File: src/rtl/des_key_shift_sched.sv
// DES key-schedule C/D rotator: loads a PC1-permuted key and emits one rotated CD word per round.
// Optional end-of-schedule self-check enabled by defining DES_KEY_SCHED_CHECK_EN.
module des_key_shift_sched #(
  parameter int unsigned P_KEY_W   = 56,
  parameter bit          P_RESTART = 1'b0
) (
  input  logic               i_Clk,
  input  logic               i_Rst,
  input  logic               i_Start,
  input  logic [P_KEY_W-1:0] i_Key,
  input  logic               i_Decrypt,
  input  logic               i_Ready,
  output logic [P_KEY_W-1:0] o_Data,
  output logic               o_Valid,
  output logic [3:0]         o_Round,
  output logic               o_Busy,
  output logic               o_Done,
  output logic               o_Err
);

  localparam int unsigned H = P_KEY_W / 2;

  typedef enum logic [0:0] {StIdle, StRun} state_e;

  state_e             state_q, state_d;
  logic [P_KEY_W-1:0] cd_q, cd_d;
  logic [3:0]         round_q, round_d;
  logic               done_q, done_d;
  logic               dec_q, dec_d;
  logic               load, accept, final_accept;

  function automatic logic [H-1:0] rot_half(input logic [H-1:0] x, input logic [1:0] amt,
                                            input logic right);
    case (amt)
      2'd0:    rot_half = x;
      2'd1:    rot_half = right ? {x[0], x[H-1:1]} : {x[H-2:0], x[H-1]};
      default: rot_half = right ? {x[1:0], x[H-1:2]} : {x[H-3:0], x[H-1:H-2]};
    endcase
  endfunction

  // Decrypt round 1 uses no shift so its CD equals the loaded key.
  function automatic logic [1:0] shift_amt(input logic [3:0] r, input logic dec);
    if (r == 4'd0)                                   shift_amt = dec ? 2'd0 : 2'd1;
    else if (r == 4'd1 || r == 4'd8 || r == 4'd15)   shift_amt = 2'd1;
    else                                             shift_amt = 2'd2;
  endfunction

  function automatic logic [P_KEY_W-1:0] shift_cd(input logic [P_KEY_W-1:0] cd, input logic dec,
                                                  input logic [3:0] r);
    logic [1:0] amt;
    amt      = shift_amt(r, dec);
    shift_cd = {rot_half(cd[P_KEY_W-1:H], amt, dec), rot_half(cd[H-1:0], amt, dec)};
  endfunction

  assign load         = i_Start && (state_q == StIdle || P_RESTART);
  assign accept       = (state_q == StRun) && i_Ready;
  assign final_accept = accept && (round_q == 4'd15);

  always_comb begin
    state_d = state_q;
    cd_d    = cd_q;
    round_d = round_q;
    dec_d   = dec_q;
    done_d  = 1'b0;
    if (load) begin
      state_d = StRun;
      cd_d    = shift_cd(i_Key, i_Decrypt, 4'd0);
      round_d = 4'd0;
      dec_d   = i_Decrypt;
    end else if (accept) begin
      if (round_q == 4'd15) begin
        state_d = StIdle;
        done_d  = 1'b1;
      end else begin
        cd_d    = shift_cd(cd_q, dec_q, round_q + 4'd1);
        round_d = round_q + 4'd1;
      end
    end
  end

  always_ff @(posedge i_Clk) begin
    if (i_Rst) begin
      state_q <= StIdle;
      cd_q    <= '0;
      round_q <= '0;
      done_q  <= 1'b0;
      dec_q   <= 1'b0;
    end else begin
      state_q <= state_d;
      cd_q    <= cd_d;
      round_q <= round_d;
      done_q  <= done_d;
      dec_q   <= dec_d;
    end
  end

  assign o_Data  = cd_q;
  assign o_Valid = (state_q == StRun);
  assign o_Busy  = (state_q == StRun);
  assign o_Round = round_q;
  assign o_Done  = done_q;

`ifdef DES_KEY_SCHED_CHECK_EN
  logic [P_KEY_W-1:0] shadow_q;
  logic [P_KEY_W-1:0] cd_total;
  logic               err_q;

  // Decrypt totals 27 right shifts, so one more right step realigns with the key.
  assign cd_total = dec_q ? {rot_half(cd_q[P_KEY_W-1:H], 2'd1, 1'b1),
                             rot_half(cd_q[H-1:0], 2'd1, 1'b1)} : cd_q;

  always_ff @(posedge i_Clk) begin
    if (i_Rst) begin
      shadow_q <= '0;
      err_q    <= 1'b0;
    end else begin
      if (final_accept && cd_total != shadow_q) err_q <= 1'b1;
      if (load) shadow_q <= i_Key;
    end
  end

  assign o_Err = err_q;
`else
  assign o_Err = 1'b0;
`endif

endmodule
File: config.mk
export PLATFORM = sky130hd
export DESIGN_NAME = des_key_shift_sched
export DESIGN_NICKNAME = d
export VERILOG_FILES = /design/src/rtl/des_key_shift_sched.sv
export SDC_FILE = /design/constraint.sdc
export NUM_CORES = 1
export LEC_CHECK = 0
export ABC_AREA = 1
export CORE_AREA = 2 2 105 107
export CTS_CLUSTER_DIAMETER = 30
export DETAILED_ROUTE_END_ITERATION = 12
export DIE_AREA = 0 0 107 109
export HOLD_SLACK_MARGIN = 0.15
export PLACE_DENSITY_LB_ADDON = 0.2
export SLEW_MARGIN = 20
export SYNTH_ARGS = -nofsm -noshare
export SYNTH_HDL_FRONTEND = slang
export SYNTH_SLANG_ARGS = --single-unit
File: constraint.sdc
create_clock -name i_Clk -period 2.5 [get_ports i_Clk]
set_input_delay 0.75 -clock i_Clk [delete_from_list [all_inputs] [get_ports i_Clk]]
set_output_delay 0.75 -clock i_Clk [all_outputs]
set_load 0.01 [all_outputs]
### Yosys cells after proc, flatten, opt, wreduce, memory -nomap -nowiden

Index checks and enable logic that the tools add are counted.
W data, S select, Z words.

* add/subtract/negate cells: 1
* bitwise gates (word level): 3
* reductions and logical operators: 14
* equal/unequal tests: 8
* multiplexer cells: 27

Operator list (count)
* $mux W28: 8
* $pmux W28 S2: 4
* $mux W56: 3
* $eq A4 B4 Y1 const B: 3
* $mux W2: 6
* $mux W1: 6
* $add A4 B1 Y4 const B: 1
* $eq A2 B1 Y1 const B: 2
* $eq A4 B1 Y1 const B: 1
* $logic_not A2 Y1: 2
* $logic_not A4 Y1: 1
* $ne A2 B2 Y1 const B: 2
* $reduce_and A2 Y1: 2
* $reduce_bool A2 Y1: 2
* $not A1 Y1: 3
* $reduce_and A3 Y1: 1
* $reduce_or A3 Y1: 1
* $logic_and A1 B1 Y1: 2
* $logic_or A1 B1 Y1: 2
* $reduce_or A2 Y1: 1

* output and inout port bits: 64
* word-level logic and storage cells: 58
* flip-flop bits (word level): 63
* bits of input ports: 61

### Longest topological paths before layout

* depth after elaboration: 14
* mapped depth: 13
* mapped depth without buffers: 11

### Worst setup path after synthesis

No wires, ideal clock.

* path kind: input to register
* start point: in i_Start
* end point: reg cd_q[47] (netlist: o_Data[47])
* path buffers: 2
* setup time: 0.119 ns
* arrival: 1.722 ns
* data required time: 2.381 ns
* stages on the path: 8
* setup slack: 0.658 ns
* cells stage by stage: inv_1 > nor2_2 > inv_1 > clkbuf_1 > buf_1 > a21oi_1 > nor2_1 > a21oi_1

* word-level cells in the longest chain between the ends: 3

RTL lines
* start: declaration: RTL line 9 `input logic i_Start,`
* $logic_and A1 B1 Y1 *: RTL line 55 `assign load = i_Start && (state_q == StIdle || P_RESTART);`
* $ne A2 B2 Y1 (no line) / $reduce_bool A2 Y1 (equally long branches)
* $reduce_and A3 Y1 (no line)
* end signal: assignment: RTL line 84 `cd_q <= '0;`
* end signal: assignment: RTL line 90 `cd_q <= cd_d;`
* end: declaration: RTL line 26 `logic [P_KEY_W-1:0] cd_q, cd_d;`

Mark *: on every way between the ends. The rest lies on a longest branch, timed or not.
A chain may end at the register's enable or synchronous reset.

### Worst setup path after layout

* start point: reg round_q[2] (netlist: o_Round[2])
* end point: out o_Round[2]

RTL lines
* start: declaration: RTL line 27 `logic [3:0] round_q, round_d;`
* start signal: assignment: RTL line 91 `round_q <= round_d;`
* end: declaration: RTL line 15 `output logic [3:0] o_Round,`

No word-level cell between the ends.

==> reports/results.ini <==
[sta]
relSlewSlack_pct = 59.2
worstMarginPinSlew_ns = 0.612
layout_min_cycle_time_ns = 2.23
setup_ws_ns = 0.266
fin_setup_tns_ns = 0
fin_skew_ns = 0.0120
slew_viol_final = 0
fin_crit_sh_pct = 89.4
rsz0062_at_grt = false
setup_violations = 0
hold_violations = 0
fmax_mhz = 448

[clocking]
cts_resized = 0
clock_latency_ns = 0.34
cts_root_buf = clkbuf_8
clkTransAtPathRegs_ns = 0.07
cts_tree = built
cts-htree-levels = 3
clock_path_buffers = 2
post-cts-setup-buffers = 0
ctsHoldBuffers = 0
clock-sinks = 63
cts_buffers = 9

[synth]
synthDistinctLibCells = 25
synth_area_leaders = dfxtp_1 24%, a21oi_1 22%, nand2_1 18%
ys_seq_elements = 63
synth_largest_area_cell = dfxtp_1
syn-cell-area_um2 = 5220
syn_nets = 1000
yosys_warnings = 0
ys_seq_area_share_pct = 24.1
synth_area_per_cell_um2 = 5.59
synthCells = 935
synth_top_area_share_pct = 24.1

[route]
drt_iter0_drc = 453
drc = 0
via_per_inst = 5.56
num_vias = 6400
postRouteAntennaNets = 0
routedWlPerCell_um = 14.3
finalWirelength_um = 16500
dr.pass1.iters = 5

[layout]
layout-drive-gt1-share_pct = 4.94
layout-area-overhead-vs-synth_pct = 28.6
layout.cells.non_filler = 1152
final_area_um2 = 6720
fin_util_pct = 63.4
layout_common_cells = 243 x nand2_1, 228 x a21oi_1, 122 x clkdlybuf4s50_1, 113 x nand3_1, 65 x inv_1
antenna_cells = 0
nNetsFinal = 1072
layout_commonest_cell = nand2_1

[worst_setup_path]
crit_chain = clkdlybuf4s50_1
slowest_stage = clkdlybuf4s50_1
r2r-end = o_Data[26]
r2r-start = o_Round[0]
crit_family = buffers and inverters
arrival_ns = 1.48
r2r_cells = 8
path_buf_inv = 1
critPathRequiredTime_ns = 1.75
cp_slowest_stage_delay_ns = 0.61
worstPathMaxFanout = 9
cp-end-kind = output pin
timing.reg2reg.setup_slack_ns = 0.37
worstSetupStartpointType = flip-flop
crit_type = reg2out

[die]
fp.dieArea_um2 = 11700
fp-row-count = 38
die_y_um = 109
start_util_pct = 49.3
die_x_um = 107
ios = 125
core_area_um2 = 10600

[placed_design]
hpwlAfterDp_um = 10100
place_ws_ns = 0.0866
placed_area_um2 = 6490
numPortBuffers = 123
gp_congestion = 0.833
dp_cells = 1136

[power]
worst_ir_drop_vdd_v = 0.000261
power_density_nw_per_um2 = 528
p_leak_nw = 3.15

[global_routing]
grt-ovfl-total = 0
grt_pass1_vias = 5677
grtUsageTotal_pct = 28.0
grt_max_degree = 59
grt_pass1_wl_um = 27100
grt_antenna_before_repair = 0

[min_path]
holdPathEnd = o_Done
min_from = o_Busy
min_path_type = reg2reg
whs_path_depth = 2

[flow_run]
max_cap_violations = 0

[status]
status = complete, no violations

where the power goes:
group | internal, mW | total [mW] | switching, mW
Combinational | 0.590 | 1.25 | 0.660
Sequential | 1.11 | 1.27 | 0.160
Clock | 0.616 | 1.03 | 0.416
layer usage:
metal  global-route usage (%)  routed length [um]  up-vias
li1                         -                   -     3230
met1                     35.5                7160     2862
met2                     49.0                7900      269
met3                     3.23                1040       39
met4                     10.1                 432        0
met5                        0                   0        -
kinds of logic after synthesis:
group,Yosys count,share of synthesized area (%)
buffers and inverters,152,12.7
AND/OR/NAND/NOR,426,34.2
other,1,0.0718
flip-flops,63,24.1
AO/OA/AOI/OAI,289,27.9
adder cells (fa/ha/maj),4,0.958
cell type report:
class / instances / area [um2]
fill: 1076 / 3880
multi-input combinational: 720 / 3310
timing repair buffer: 142 / 1480
sequential: 63 / 1260
inverter: 71 / 268
tap: 140 / 175
clock buffer: 13 / 159
clock inverter: 3 / 65.1
registers in the layout, indices dropped and copies added, names as in the netlist:
signal	flops
o_Done	1
dec_q	1
o_Round	4
o_Busy	1
o_Data	56
through the flow:
| stage | hold slack [ns] | total power [mW] |
|---|---|---|
| after CTS | 0.568 | 3.55 |
| final | 0.568 | 3.55 |
| after floorplan | 0.556 | 2.03 |
| after detailed placement | 0.555 | 2.52 |
| after global routing | 0.597 | 3.77 |
| after global placement | 0.558 | 2.51 |
synth_stat cells:
master and number:
nand3_1 113, inv_2 3, dfxtp_1 63, nand4_1 2, a21oi_1 228, buf_1 7
buf_6 4, buf_4 10, nor3_1 1, ha_1 4, o221a_2 1, nand2_1 244
conb_1 1, nand4_4 1, o21ai_1 6, inv_1 68, nor2_2 1, o21ai_0 52
a211oi_1 1, buf_2 22, clkbuf_1 38, nand2_2 2, a21oi_2 1, nor2_1 60
nand3_2 2
worst max-delay path by stage:
stage / slack [ns] / to / startpoint / cells past startpoint
after floorplan: 0.66 / o_Data[47] / i_Start / 8
final: 0.27 / o_Round[2] / o_Round[2] / 1
after detailed placement: 0.09 / o_Data[32] / i_Ready / 10
after global routing: 0.15 / o_Data[32] / o_Round[0] / 8
after global placement: 0.17 / o_Data[26] / i_Ready / 10
after CTS: 0.26 / o_Round[2] / o_Round[2] / 1
No activity file was read; power rests on OpenSTA's default activity.
